[config.mk]
export PLATFORM = sky130hd
export DESIGN_NAME = prio_arb_ctrl
export DESIGN_NICKNAME = d
export VERILOG_FILES = /design/src/rtl/prio_arb_pkg.sv /design/src/rtl/prio_arb_pick.sv /design/src/rtl/prio_arb_ctrl.sv
export SDC_FILE = /design/constraint.sdc
export NUM_CORES = 1
export LEC_CHECK = 0
export CAP_MARGIN = 20
export CORE_MARGIN = 2
export CORE_UTILIZATION = 40
export DETAILED_ROUTE_END_ITERATION = 10
export PLACE_DENSITY_LB_ADDON = 0.25
export SKIP_CTS_REPAIR_TIMING = 1
export SYNTH_ARGS = -nofsm -noshare
export SYNTH_HDL_FRONTEND = slang
export SYNTH_SLANG_ARGS = --single-unit
[constraint.sdc]
create_clock -name clk -period 2.3 [get_ports clk]
set_clock_uncertainty 0.2 [all_clocks]
set_input_delay 0.46 -clock clk [delete_from_list [all_inputs] [get_ports clk]]
set_output_delay 0.46 -clock clk [all_outputs]
set_load 0.02 [all_outputs]
[src/rtl/prio_arb_pkg.sv]
// Shared types for the prio_arb_ctrl arbiter: FSM state encoding and debug names.
package prio_arb_pkg;

  // 2-bit state encoding; values are fixed so waveforms and debug dumps stay stable.
  typedef enum logic [1:0] {
    IDLE    = 2'd0,
    BUSY    = 2'd1,
    DRAIN   = 2'd2,
    RECOVER = 2'd3
  } state_t;

`ifndef SYNTHESIS
  // Human-readable state name for assertion and debug messages.
  function automatic string state_name(state_t s);
    case (s)
      IDLE:    return "IDLE";
      BUSY:    return "BUSY";
      DRAIN:   return "DRAIN";
      RECOVER: return "RECOVER";
      default: return "UNKNOWN";
    endcase
  endfunction
`endif

endpackage

[src/rtl/prio_arb_pick.sv]
// Combinational requester picker: first set request found searching upward from
// start with wrap-around. start=0 gives plain fixed priority (lowest index wins).
module prio_arb_pick #(
  parameter int N   = 4,
  parameter int IDW = $clog2(N)
) (
  input  logic [N-1:0]   req,
  input  logic [IDW-1:0] start,
  output logic [IDW-1:0] idx,
  output logic           any
);

  // Walk all N positions from start; the first hit wins, later hits are ignored.
  always_comb begin
    idx = '0;
    any = 1'b0;
    for (int i = 0; i < N; i++) begin
      int j;
      j = (int'(start) + i) % N;
      if (!any && req[j[IDW-1:0]]) begin
        idx = j[IDW-1:0];
        any = 1'b1;
      end
    end
  end

endmodule

[src/rtl/prio_arb_ctrl.sv]
// Arbiter/sequencer sharing one single-ported resource between N requesters.
// req/gnt handshake, done-based release, bounded hold timer with timeout pulse.
// All outputs are registered from the next state.
// Optional macro PRIO_ARB_RR_EN: round-robin arbitration instead of fixed priority.
module prio_arb_ctrl
  import prio_arb_pkg::*;
#(
  parameter int N   = 4,
  parameter int TMO = 16,
  parameter int IDW = $clog2(N),
  parameter int CW  = $clog2(TMO + 1)
) (
  input  logic           clk,
  input  logic           rst,
  input  logic [N-1:0]   req,
  input  logic           done,
  output logic [N-1:0]   gnt,
  output logic [IDW-1:0] gnt_id,
  output logic           busy,
  output logic           timeout
);

  state_t         state_q, state_d;
  logic [CW-1:0]  cnt_q, cnt_d;
  logic [IDW-1:0] owner_d;
  logic [N-1:0]   gnt_d;
  logic           busy_d;
  logic           timeout_d;

  logic [IDW-1:0] pick_start;
  logic [IDW-1:0] pick_idx;
  logic           pick_any;

`ifdef PRIO_ARB_RR_EN
  logic [IDW-1:0] ptr_q;

  // Search begins just after the last owner so every requester gets a turn.
  always_comb begin
    pick_start = (ptr_q == IDW'(N - 1)) ? '0 : ptr_q + IDW'(1);
  end

  // Remember the owner of each new grant; reset points at N-1 so requester 0 is first.
  always_ff @(posedge clk) begin
    if (rst) begin
      ptr_q <= IDW'(N - 1);
    end else if (state_q == IDLE && state_d == BUSY) begin
      ptr_q <= owner_d;
    end
  end
`else
  // Fixed priority: always search from requester 0.
  always_comb begin
    pick_start = '0;
  end
`endif

  prio_arb_pick #(
    .N   (N),
    .IDW (IDW)
  ) u_pick (
    .req   (req),
    .start (pick_start),
    .idx   (pick_idx),
    .any   (pick_any)
  );

  // Next-state, owner capture, hold counter and timeout decision.
  always_comb begin
    state_d   = state_q;
    owner_d   = gnt_id;
    timeout_d = 1'b0;
    cnt_d     = cnt_q;

    // Hold counter runs while the resource is owned and sticks at TMO.
    if ((state_q == BUSY || state_q == DRAIN) && cnt_q != CW'(TMO)) begin
      cnt_d = cnt_q + CW'(1);
    end

    case (state_q)
      IDLE: begin
        if (pick_any) begin
          state_d = BUSY;
          owner_d = pick_idx;
          cnt_d   = '0;
        end
      end
      BUSY: begin
        // done has priority over withdrawal and the hold limit.
        if (done) begin
          state_d = RECOVER;
        end else if (!req[gnt_id]) begin
          state_d = DRAIN;
        end else if (cnt_q == CW'(TMO - 1)) begin
          state_d   = RECOVER;
          timeout_d = 1'b1;
        end
      end
      DRAIN: begin
        if (done) begin
          state_d = RECOVER;
        end else if (cnt_q == CW'(TMO - 1)) begin
          state_d   = RECOVER;
          timeout_d = 1'b1;
        end
      end
      RECOVER: begin
        state_d = IDLE;
      end
      default: begin
        state_d = IDLE;
      end
    endcase
  end

  // Output values as they will look once the next state is entered.
  always_comb begin
    gnt_d  = (state_d == BUSY) ? (N'(1) << owner_d) : '0;
    busy_d = (state_d == BUSY) || (state_d == DRAIN);
  end

  // State, counter and registered outputs; synchronous reset clears everything.
  always_ff @(posedge clk) begin
    if (rst) begin
      state_q <= IDLE;
      cnt_q   <= '0;
      gnt     <= '0;
      gnt_id  <= '0;
      busy    <= 1'b0;
      timeout <= 1'b0;
    end else begin
      state_q <= state_d;
      cnt_q   <= cnt_d;
      gnt     <= gnt_d;
      gnt_id  <= owner_d;
      busy    <= busy_d;
      timeout <= timeout_d;
    end
  end

`ifndef SYNTHESIS
  // Grants are exclusive and only exist while the resource is owned.
  always_ff @(posedge clk) begin
    if (!rst) begin
      assert ($onehot0(gnt))
      else $error("prio_arb_ctrl: non-onehot gnt=%b in %s", gnt, state_name(state_q));
      assert (gnt == '0 || busy)
      else $error("prio_arb_ctrl: gnt=%b without busy in %s", gnt, state_name(state_q));
    end
  end
`endif

endmodule

# [Word level (Yosys, flattened, before mapping)]
# Index checks and enable logic that the tools add are counted.
[totals] register_bits=15 input_bits=7 wordCells=53 out_inout_bits=8
[classes] shift=1 reduce_logical=11 bitwise=1 addsub=1 muxes=25 order_cmp=1 eq_ne=7
[op_table] operator="2-bit 2-to-1 mux" n=9
[op_table] operator="5-bit 2-to-1 mux" n=3
[op_table] operator="1-bit 2-to-1 mux" n=10
[op_table] operator="2-bit case mux with 4 select lines" n=1
[op_table] operator="2-bit == test, second input constant" n=3
[op_table] operator="5-bit by 1-bit adder with 5-bit output, second input constant" n=1
[op_table] operator="5-bit by 4-bit == test with 1-bit output, second input constant" n=1
[op_table] operator="5-bit != test, second input constant" n=1
[op_table] operator="2-bit by 1-bit == test with 1-bit output, second input constant" n=2
[op_table] operator="1-bit logical AND" n=4
[op_table] operator="1-bit by 2-bit left shift with 4-bit output, first input constant" n=1
[op_table] operator="1-bit logical NOT" n=3
[op_table] operator="2-bit by 3-bit less-than comparator with 1-bit output, second input constant" n=1
[op_table] operator="1-bit binary-select mux with 2-bit select" n=1
[op_table] operator="2-bit logical NOT" n=1
[op_table] operator="1-bit logical OR" n=2
[op_table] operator="1-bit case mux with 2 select lines" n=1
[op_table] operator="2-bit OR reduction" n=1
[op_table] operator="1-bit NOT" n=1

# [Depth between registers and ports, before layout]
# Gate-level depths: netlist of the first run.
[depth] ltp_word=15 depth_mapped=9 mapped_depth_nobuf=9

# [Hierarchy]
# A second synthesis of the first run with hierarchy kept.
[unflattened] cells_unflattened=94 area_unflattened_um2=860.8
[modules_own_cells] mod="prio_arb_ctrl" cells_each=79 seq_area_each_um2=300.3 instances=1 area_each_um2=783.3
[modules_own_cells] mod="prio_arb_pick" cells_each=15 seq_area_each_um2=0.0 instances=1 area_each_um2=77.6

# [Worst setup path before layout of the first run]
# OpenSTA, ideal clock, no wires.
[synth_timing] kind="reg-to-reg" startpoint="register cnt_q[0]" endpoint="register gnt[0]" stages_incl_launch_ff=10 synth_period_minus_slack_ns=2.233 required_ns=1.984 n_path_buf=0 setup_time_ns=0.116 arrival_ns=1.918 slack_ns=0.067 path_cell_list="dfxtp_1 ha_1 and3_1 ha_1 o32a_1 o22ai_1 nor2_1 ha_1 nand2b_1 and3b_1"
[synth_between] elab_chain_len=8 word_cells_on_any_way=9 classes_between="2 x eq/ne; 5 x mux; 1 x bitwise; 1 x reduce/logical"
[synth_lines] element="start, declared" line_no="prio_arb_ctrl.sv:24" text="logic [CW-1:0] cnt_q, cnt_d;"
[synth_lines] element="start signal, assigned" line_no="prio_arb_ctrl.sv:132" text="cnt_q <= cnt_d;"
[synth_lines] element="5-bit by 4-bit == test with 1-bit output (*)" line_no="prio_arb_ctrl.sv:93, prio_arb_ctrl.sv:101"
[synth_lines] element="2-bit 2-to-1 mux (*)" line_no="prio_arb_ctrl.sv:93, prio_arb_ctrl.sv:101"
[synth_lines] element="2-bit 2-to-1 mux" line_no="prio_arb_ctrl.sv:91" text="end else if (!req[gnt_id]) begin"
[synth_lines] element="2-bit 2-to-1 mux" line_no="prio_arb_ctrl.sv:89" text="if (done) begin"
[synth_lines] element="2-bit case mux with 4 select lines (*)" line_no="prio_arb_ctrl.sv:79" text="case (state_q)"
[synth_lines] element="named net state_d[0]" line_no="prio_arb_ctrl.sv:23" text="state_t state_q, state_d;"
[synth_lines] element="2-bit by 1-bit == test with 1-bit output (*)" line_no="prio_arb_ctrl.sv:117" text="gnt_d = (state_d == BUSY) ? (N'(1) << owner_d) : '0;"
[synth_lines] element="1-bit NOT (no line) (*)"
[synth_lines] element="2-bit OR reduction (no line) (*)"
[synth_lines] element="end signal, assigned" line_no="prio_arb_ctrl.sv:133" text="gnt <= gnt_d;"
[synth_lines] element="end, declared" line_no="prio_arb_ctrl.sv:17" text="output logic [N-1:0] gnt,"
# The timed path passes the listed nets; every way through them passes the cells marked *.
# A chain may end at the register's enable or synchronous reset.

# [Worst setup path in the final report of the first run]
# Same ends and word-level chain as after synthesis.

==> tab_implementation.tex, run 1 <==
\begin{tabular}{lr}
\hline
Metric & Value \\
\hline
\multicolumn{2}{l}{\textbf{Worst setup path}} \\
Slowest cell on the critical path & o32a\_1 \\
Delay of the slowest cell on the worst path & around 340 ps \\
Capturing element type of the critical path & flop \\
Arrival time at the worst endpoint & around 2200 ps \\
Worst reg-to-reg path cell count & 9 \\
Cells along the critical path & ha\_1 > and3\_1 > ha\_2 > o32a\_1 > o22ai\_2 > nor2\_1 > ha\_1 > nand2b\_1 > and3b\_1 \\
Worst-path fanout max & 3 \\
CP startpoint kind & flop \\
Crit Path Class & flop to flop \\
Worst path most repeated cell & ha\_1 \\
Crit path required time & between 2000 and 2500 ps \\
\multicolumn{2}{l}{\textbf{CTS}} \\
Clock sink total & 15 \\
Clock tree from TritonCTS & done \\
Root Driver & clkbuf\_4 \\
Insertion delay to the later sink of the worst-skew pair & 280 ps \\
CTS HTree Levels & 1 \\
Clock slew at the register clock pins of the worst setup and hold paths & around 100 ps \\
Cts bufs inserted & 3 \\
Number of buffers on the longest clock path & 2 \\
\multicolumn{2}{l}{\textbf{Global route}} \\
Overall routing resource usage & 0.1698 \\
Via count of the first global-routing pass & $\sim$630 \\
Overflow left after global routing & 0 \\
Largest net degree at the start of global routing & 10 \\
Number of antenna violations at the first check in global routing & 0 \\
Wire length of the first global-routing pass & $\sim$2600 um \\
\multicolumn{2}{l}{\textbf{Floorplanning}} \\
Initial Utilization & 0.4308 \\
Die area & 2243 um2 \\
Height of the chip & approximately 47 um \\
Die width & 47.36 um \\
Core Area & 1745 um2 \\
Total number of placement rows & 15 \\
Top-level port count & 15 \\
\multicolumn{2}{l}{\textbf{Routing}} \\
DRC violations left & 0 \\
Routed wire length & about 1600 um \\
Avg WL per Cell & approximately 12 um \\
Via density & 5.091 \\
Via Count & between 600 and 700 \\
Count of nets left with antenna violations after detail routing & 0 \\
Violation count after the first detailed-routing iteration & 21 \\
Number of detailed-route iterations in the first pass & 5 \\
\multicolumn{2}{l}{\textbf{Synth}} \\
Avg Cell Area, Syn & 9.641 um2 \\
Sequential area share after synthesis & 0.3993 \\
Library cells used by synthesis & 29 \\
Cell count after synthesis & 78 \\
Fraction of synthesized cell area taken by the top area cell type & 0.3993 \\
Number of nets in the synthesized netlist & 93 \\
Flops \& latches, synth & 15 \\
Top cells by area, synth & dfxtp\_1, ha\_1, mux4\_1 \\
Post-synthesis cell area & between 700 and 800 um2 \\
Number of warning messages in the yosys log & 0 \\
Yosys top cell by area & dfxtp\_1 \\
\multicolumn{2}{l}{\textbf{Status}} \\
Outcome & completed \\
\multicolumn{2}{l}{\textbf{Finish}} \\
Share of final-layout standard cells stronger than drive strength 1 & 0.2056 \\
\# nets final & around 120 \\
Area occupied by registers & approximately 300 um2 \\
Commonest non-fill, non-tap cell in the layout & dfxtp\_1 \\
Highest-count cells in the layout ignoring fill and taps & dfxtp\_1, buf\_4, clkdlybuf4s50\_1 \\
Area occupied by multi-input gates & 455.4 um2 \\
Area growth syn-to-layout & 42.26\% \\
Filler cell count & 147 \\
Count of antenna diodes in the layout & 0 \\
\multicolumn{2}{l}{\textbf{STA}} \\
Final Cycle Share & 0.9675 \\
Final hold viol count & 0 \\
Remaining max-slew budget at the tightest pin & 0.7272 \\
Unrepaired setup endpoints after global routing & no \\
Final count of negative-setup-slack endpoints & 0 \\
Slew @ Worst Pin & $\sim$400 ps \\
Crit path time final & roughly 2200 ps \\
Hold slack & approximately 340 ps \\
Final max-slew violation count & 0 \\
Highest clock frequency the design can meet & 449.4 MHz \\
\multicolumn{2}{l}{\textbf{Worst hold path}} \\
Type of the worst min-delay path & flop to flop \\
Worst hold stages & 2 \\
\multicolumn{2}{l}{\textbf{Power and ir drop}} \\
Power consumption & 734.4 uW \\
Peak supply drop & 524.0 uV \\
LEAKAGE & roughly 0.45 nW \\
Power density normalized to cell area & 686.5 nW/um2 \\
\multicolumn{2}{l}{\textbf{Placement}} \\
Detailed Place HPWL & approximately 1100 um \\
Number of buffers inserted by port buffering & 14 \\
Final weighted congestion of routability-driven global placement & approximately 0.80 \\
\multicolumn{2}{l}{\textbf{Run}} \\
\# Max-Cap Violations & 0 \\
\hline
\end{tabular}
==> sequential cells by signal, summed over array words and instances (netlist names) <==
| name | flops |
|---|---|
| gnt | 4 |
| timeout | 1 |
| cnt_q | 5 |
| busy | 1 |
| state_q | 2 |
| gnt_id | 2 |
==> path summary, 6_finish.rpt <==
check / startpoint / to / slack, ps
max: cnt_q[0]$_SDFF_PP0_ / gnt[0]$_SDFF_PP0_ / 70
min: cnt_q[4]$_SDFF_PP0_ / cnt_q[4]$_SDFF_PP0_ / 340
max reg2reg: cnt_q[0]$_SDFF_PP0_ / gnt[0]$_SDFF_PP0_ / 70
min reg2reg: cnt_q[4]$_SDFF_PP0_ / cnt_q[4]$_SDFF_PP0_ / 340
==> cell usage after synthesis <==
| cell type | count |
|---|---|
| dfxtp_1 | 15 |
| ha_1 | 8 |
| nor2_1 | 7 |
| inv_1 | 6 |
| nand2_1 | 5 |
| o21ai_0 | 4 |
| a21oi_1 | 3 |
| nor4_1 | 3 |
| and3b_1 | 2 |
| nand2b_1 | 2 |
| nand3_1 | 2 |
| nor3_1 | 2 |
| nor3b_1 | 2 |
| o22ai_1 | 2 |
| a21o_1 | 1 |
| a221oi_1 | 1 |
| a2bb2oi_1 | 1 |
| a311oi_2 | 1 |
| a31oi_1 | 1 |
| and3_1 | 1 |
| mux4_1 | 1 |
| nand4_1 | 1 |
| nand4bb_1 | 1 |
| nor4bb_1 | 1 |
| o21a_1 | 1 |
| o221ai_1 | 1 |
| o32a_1 | 1 |
| or4_4 | 1 |
| xor2_1 | 1 |
==> critical path, delay by kind of cell (launching register included) <==
family / cells / cell delay [ps]
adders and majority gates: 3 / 560
AOI/OAI and AO/OA: 2 / 500
DFF: 1 / 330
and+or+nand+nor: 4 / 540
==> cell families (layout without fill, tap and decap cells) <==
kind of cell | after synthesis | after routing | share of synthesized area
DFF | 15 | 15 | 0.3993
and+or+nand+nor | 30 | 30 | 0.2313
muxes | 1 | 1 | 0.03495
AOI/OAI and AO/OA | 17 | 17 | 0.1597
adders and majority gates | 8 | 8 | 0.1331
buffers and inverters | 6 | 35 | 0.02995
xor gates and xnor gates | 1 | 1 | 0.01165
==> routing by layer <==
metal	up-vias	track usage	routed length (um)
met5	-	0	0
met4	0	0.06667	13
met3	2	0.05000	56
met2	14	0.2595	747
met1	311	0.2243	780
li1	345	-	-
==> power breakdown <==
part / switching [mW] / internal, mW / leakage [nW]
clock: 0.0864 / 0.0645 / 0.0177
combinational: 0.144 / 0.135 / 0.308
sequential: 0.0168 / 0.288 / 0.122
==> through the flow <==
stage | cell area [um2] | util | TNS [ps] | instances | worst slack (ps)
floorplan | 752.0 | - | 0 | 78 | 66.84
global placement | 998.5 | 0.5720 | -878.5 | 127 | -261.7
detailed placement | 998.5 | 0.5720 | -997.6 | 127 | -300.8
CTS | 1026 | 0.5878 | -19.11 | 131 | -19.11
global route | 1070 | 0.6129 | 0 | 132 | 4.683
finish | 1070 | 0.6129 | 0 | 132 | 74.73
==> area by class of cell <==
type,instances,area share
Inverter,6,0.02105
Multi-Input combinational cell,57,0.4257
Sequential cell,15,0.2807
Timing Repair Buffer,25,0.2175
Clock inverter,1,0.004678
Tap cell,25,0.02924
Clock buffer,3,0.02105
No activity file was read; power rests on OpenSTA's default activity.
==> run 2, diff against run 1 <==
Settings changed: CELL_PAD_IN_SITES_DETAIL_PLACEMENT from default to 1, CELL_PAD_IN_SITES_GLOBAL_PLACEMENT from default to 1, CORE_UTILIZATION 40 to 34, SYNTH_HIERARCHICAL from default to 1.
==> run 2 against run 1 <==
  * Non-clock buffer count is 2 lower
  * Synthesized cell count is 21% higher
  * Highest routed layer unchanged
  * Clock-buffer cell count is 1 higher
  * Sequential power is 18% higher
  * Die area is 32% higher
  * Critical path type unchanged
  * Register-to-register slack better by 50 ps
  * Area after synthesis is 14% higher
  * Hold slack worse by 31 ps
  * Via count is 19% higher
  * Worst setup slack better by 53 ps
  * First-iteration DRC count is 81% lower
==> tab_implementation.tex, run 2 <==
\begin{tabular}{lr}
\hline
Metric & Value \\
\hline
\multicolumn{2}{l}{\textbf{Synth}} \\
Library cells used by synthesis & 37 \\
Main combinational cell family by area after synthesis & simple AND/OR/NAND/NOR gates \\
Number of warning messages in the yosys log & 6 \\
Top-count cell post-synth & dfxtp\_1 \\
Yosys top cell by area & dfxtp\_1 \\
Flops \& latches, synth & 15 \\
Dominant register cell in the synthesized netlist & dfxtp\_1 \\
Sequential area share after synthesis & 0.3488 \\
Synthesized-area fraction occupied by ao, oa, aoi and oai cells & 0.1570 \\
Cell count after synthesis & 94 \\
Post-Synth Adder-Cell Area & 0.1163 \\
Most common library cells after synthesis & dfxtp\_1, inv\_1, a21oi\_1, ha\_1, nor2\_1 \\
EDFF count, synth & 0 \\
Multiplexer share of the synthesized area & 0.07558 \\
Top cells by area, synth & dfxtp\_1, ha\_1, inv\_1 \\
Avg Cell Area, Syn & about 9 um2 \\
Fraction of synthesized cell area taken by the top area cell type & 0.3488 \\
Synth Area in XOR/XNOR & 0.01017 \\
Simple logic cell fraction of the synthesized area & 0.2311 \\
Async S/R FF share, synth & 0 \\
Post-synthesis cell area & 860.8 um2 \\
\multicolumn{2}{l}{\textbf{STA}} \\
Setup TNS & 0 ps \\
Setup ws final & around 130 ps \\
Final count of negative-setup-slack endpoints & 0 \\
Unrepaired setup endpoints after global routing & no \\
Crit path time final & $\sim$2200 ps \\
Final Cycle Share & 0.9445 \\
Highest clock frequency the design can meet & $\sim$460 MHz \\
Final hold viol count & 0 \\
Final max-slew violation count & 0 \\
\multicolumn{2}{l}{\textbf{Global route}} \\
Via count of the first global-routing pass & around 810 \\
Number of antenna violations at the first check in global routing & 0 \\
Overall routing resource usage & 0.1592 \\
Overflow left after global routing & 0 \\
Largest net degree at the start of global routing & 9 \\
Wire length of the first global-routing pass & between 3000 and 4000 um \\
\multicolumn{2}{l}{\textbf{Routing}} \\
Via Count & 799 \\
Violation count after the first detailed-routing iteration & 4 \\
Routed wire length & 2118 um \\
Via density & approximately 5.1 \\
Avg WL per Cell & 13.58 um \\
Count of nets left with antenna violations after detail routing & 0 \\
Number of detailed-route iterations in the first pass & 4 \\
DRC violations left & 0 \\
\multicolumn{2}{l}{\textbf{Floorplanning}} \\
Height of the chip & 54.32 um \\
Initial Utilization & 0.3539 \\
Core Area & $\sim$2400 um2 \\
Total number of placement rows & 18 \\
Top-level port count & 15 \\
Die area & 2950 um2 \\
Die width & between 50 and 60 um \\
\multicolumn{2}{l}{\textbf{Worst setup path}} \\
Arrival time at the worst endpoint & roughly 2200 ps \\
CP startpoint kind & flop \\
Kind of cell with the highest combined delay on the critical path & simple AND/OR/NAND/NOR gates \\
Worst-path fanout max & 4 \\
Delay of the slowest cell on the worst path & about 350 ps \\
Crit path required time & roughly 2300 ps \\
Crit Path Class & flop to flop \\
Cells along the critical path & ha\_1 > and3\_1 > ha\_1 > nor4\_2 > a22o\_1 > ha\_2 > and4bb\_2 \\
Slowest cell on the critical path & dfxtp\_1 \\
Sum of buffers and inverters on the critical path & 0 \\
Capturing element type of the critical path & flop \\
Worst path most repeated cell & ha\_1 \\
\multicolumn{2}{l}{\textbf{Placement}} \\
Placed standard-cell area & 1117 um2 \\
Pre-CTS setup slack & -370.9 ps \\
Inst Count DP & about 150 \\
Detailed Place HPWL & between 1500 and 2000 um \\
Number of buffers inserted by port buffering & 14 \\
Final weighted congestion of routability-driven global placement & 0.7620 \\
\multicolumn{2}{l}{\textbf{Power and ir drop}} \\
Power consumption & about 1.1 mW \\
LEAKAGE & between 0.5 and 0.6 nW \\
Peak supply drop & $\sim$500 uV \\
Power density normalized to cell area & 911.5 nW/um2 \\
\multicolumn{2}{l}{\textbf{CTS}} \\
CTS HTree Levels & 1 \\
Clock sink total & 15 \\
Clock tree from TritonCTS & done \\
Clock slew at the register clock pins of the worst setup and hold paths & 80 ps \\
Cts bufs inserted & 3 \\
Root Driver & clkbuf\_4 \\
Insertion delay to the later sink of the worst-skew pair & about 290 ps \\
Number of buffers on the longest clock path & 2 \\
\multicolumn{2}{l}{\textbf{Finish}} \\
Area growth syn-to-layout & 39.24\% \\
Count of antenna diodes in the layout & 0 \\
Share of final-layout standard cells stronger than drive strength 1 & 0.2381 \\
Registers with the most flip-flops & cnt\_q: 5 flops, gnt: 4 flops \\
\# nets final & 142 \\
Count of non-filler cells in the finished layout & 156 \\
Highest-count cells in the layout ignoring fill and taps & dfxtp\_1, inv\_1, clkdlybuf4s50\_1 \\
Commonest non-fill, non-tap cell in the layout & dfxtp\_1 \\
Most flop-heavy register & cnt\_q \\
Fin area & between 1000 and 1500 um2 \\
Number of flip-flops under the largest register name & 5 \\
\multicolumn{2}{l}{\textbf{Run}} \\
\# Max-Cap Violations & 0 \\
\multicolumn{2}{l}{\textbf{Worst hold path}} \\
Type of the worst min-delay path & flop to flop \\
\multicolumn{2}{l}{\textbf{Status}} \\
Outcome & completed \\
\hline
\end{tabular}
==> run 2: stage by stage <==
| stage | hold slack, ps | util |
|---|---|---|
| 4_1_cts | 307.8 | 0.4702 |
| 5_1_grt | 344.0 | 0.4928 |
| 6_report | 311.4 | 0.4928 |
| 2_1_floorplan | 262.1 | - |
| 3_3_place_gp | 285.3 | 0.4594 |
| 3_5_place_dp | 295.3 | 0.4594 |
==> run 2: worst paths after layout <==
| path | from | to | slack [ps] | cells past startpoint |
|---|---|---|---|---|
| worst max-delay path | cnt_q[0]$_SDFF_PP0_ | gnt[1]$_SDFF_PP0_ | 130 | 7 |
| worst min-delay path | cnt_q[4]$_SDFF_PP0_ | cnt_q[4]$_SDFF_PP0_ | 310 | 2 |
| worst max register to register | cnt_q[0]$_SDFF_PP0_ | gnt[1]$_SDFF_PP0_ | 130 | 7 |
| worst min register to register | cnt_q[4]$_SDFF_PP0_ | cnt_q[4]$_SDFF_PP0_ | 310 | 2 |
==> run 2: per-layer routing <==
layer | GRT usage | vias up | part of all wire
met2 | 0.3153 | 11 | 0.54
met5 | 0 | - | 0
met3 | 0.01639 | 5 | 0.022
li1 | - | 398 | -
met4 | 0.08750 | 0 | 0.021
met1 | 0.1583 | 385 | 0.42
==> run 2: cells by family after synthesis <==
group                      count (synthesis)
AOI/OAI and AO/OA                         21
other                                      1
DFF                                       15
muxes                                      5
adders and majority gates                  8
xor gates and xnor gates                   1
and+or+nand+nor                           30
buffers and inverters                     13
==> run 2: final cells by class <==
type / instances / area [um2]
Sequential cell: 15 / 301.5
Inverter: 12 / 45.04
Fill cell: 297 / 1234
Timing Repair Buffer: 23 / 217.7
Tap cell: 30 / 37.54
Multi-Input combinational cell: 72 / 570.5
Clock buffer: 4 / 26.28
==> run 2: tightest hold or removal path, stage by stage, from the launching register on <==
cell and delay [ps]:
dfxtp_1 330, inv_1 80, a211oi_1 60
==> run 2: where the power goes <==
part,switching (mW),internal (mW),total [mW]
clock network,0.0815,0.0675,0.149
registers,0.0407,0.318,0.358
logic,0.306,0.279,0.585
==> run 3, diff against run 2 <==
Settings changed: CAP_MARGIN 20 to 10, CTS_CLUSTER_SIZE from default to 12.
==> results of run 3 <==
Final layout, timing and power as in run 2 (identical DEF).
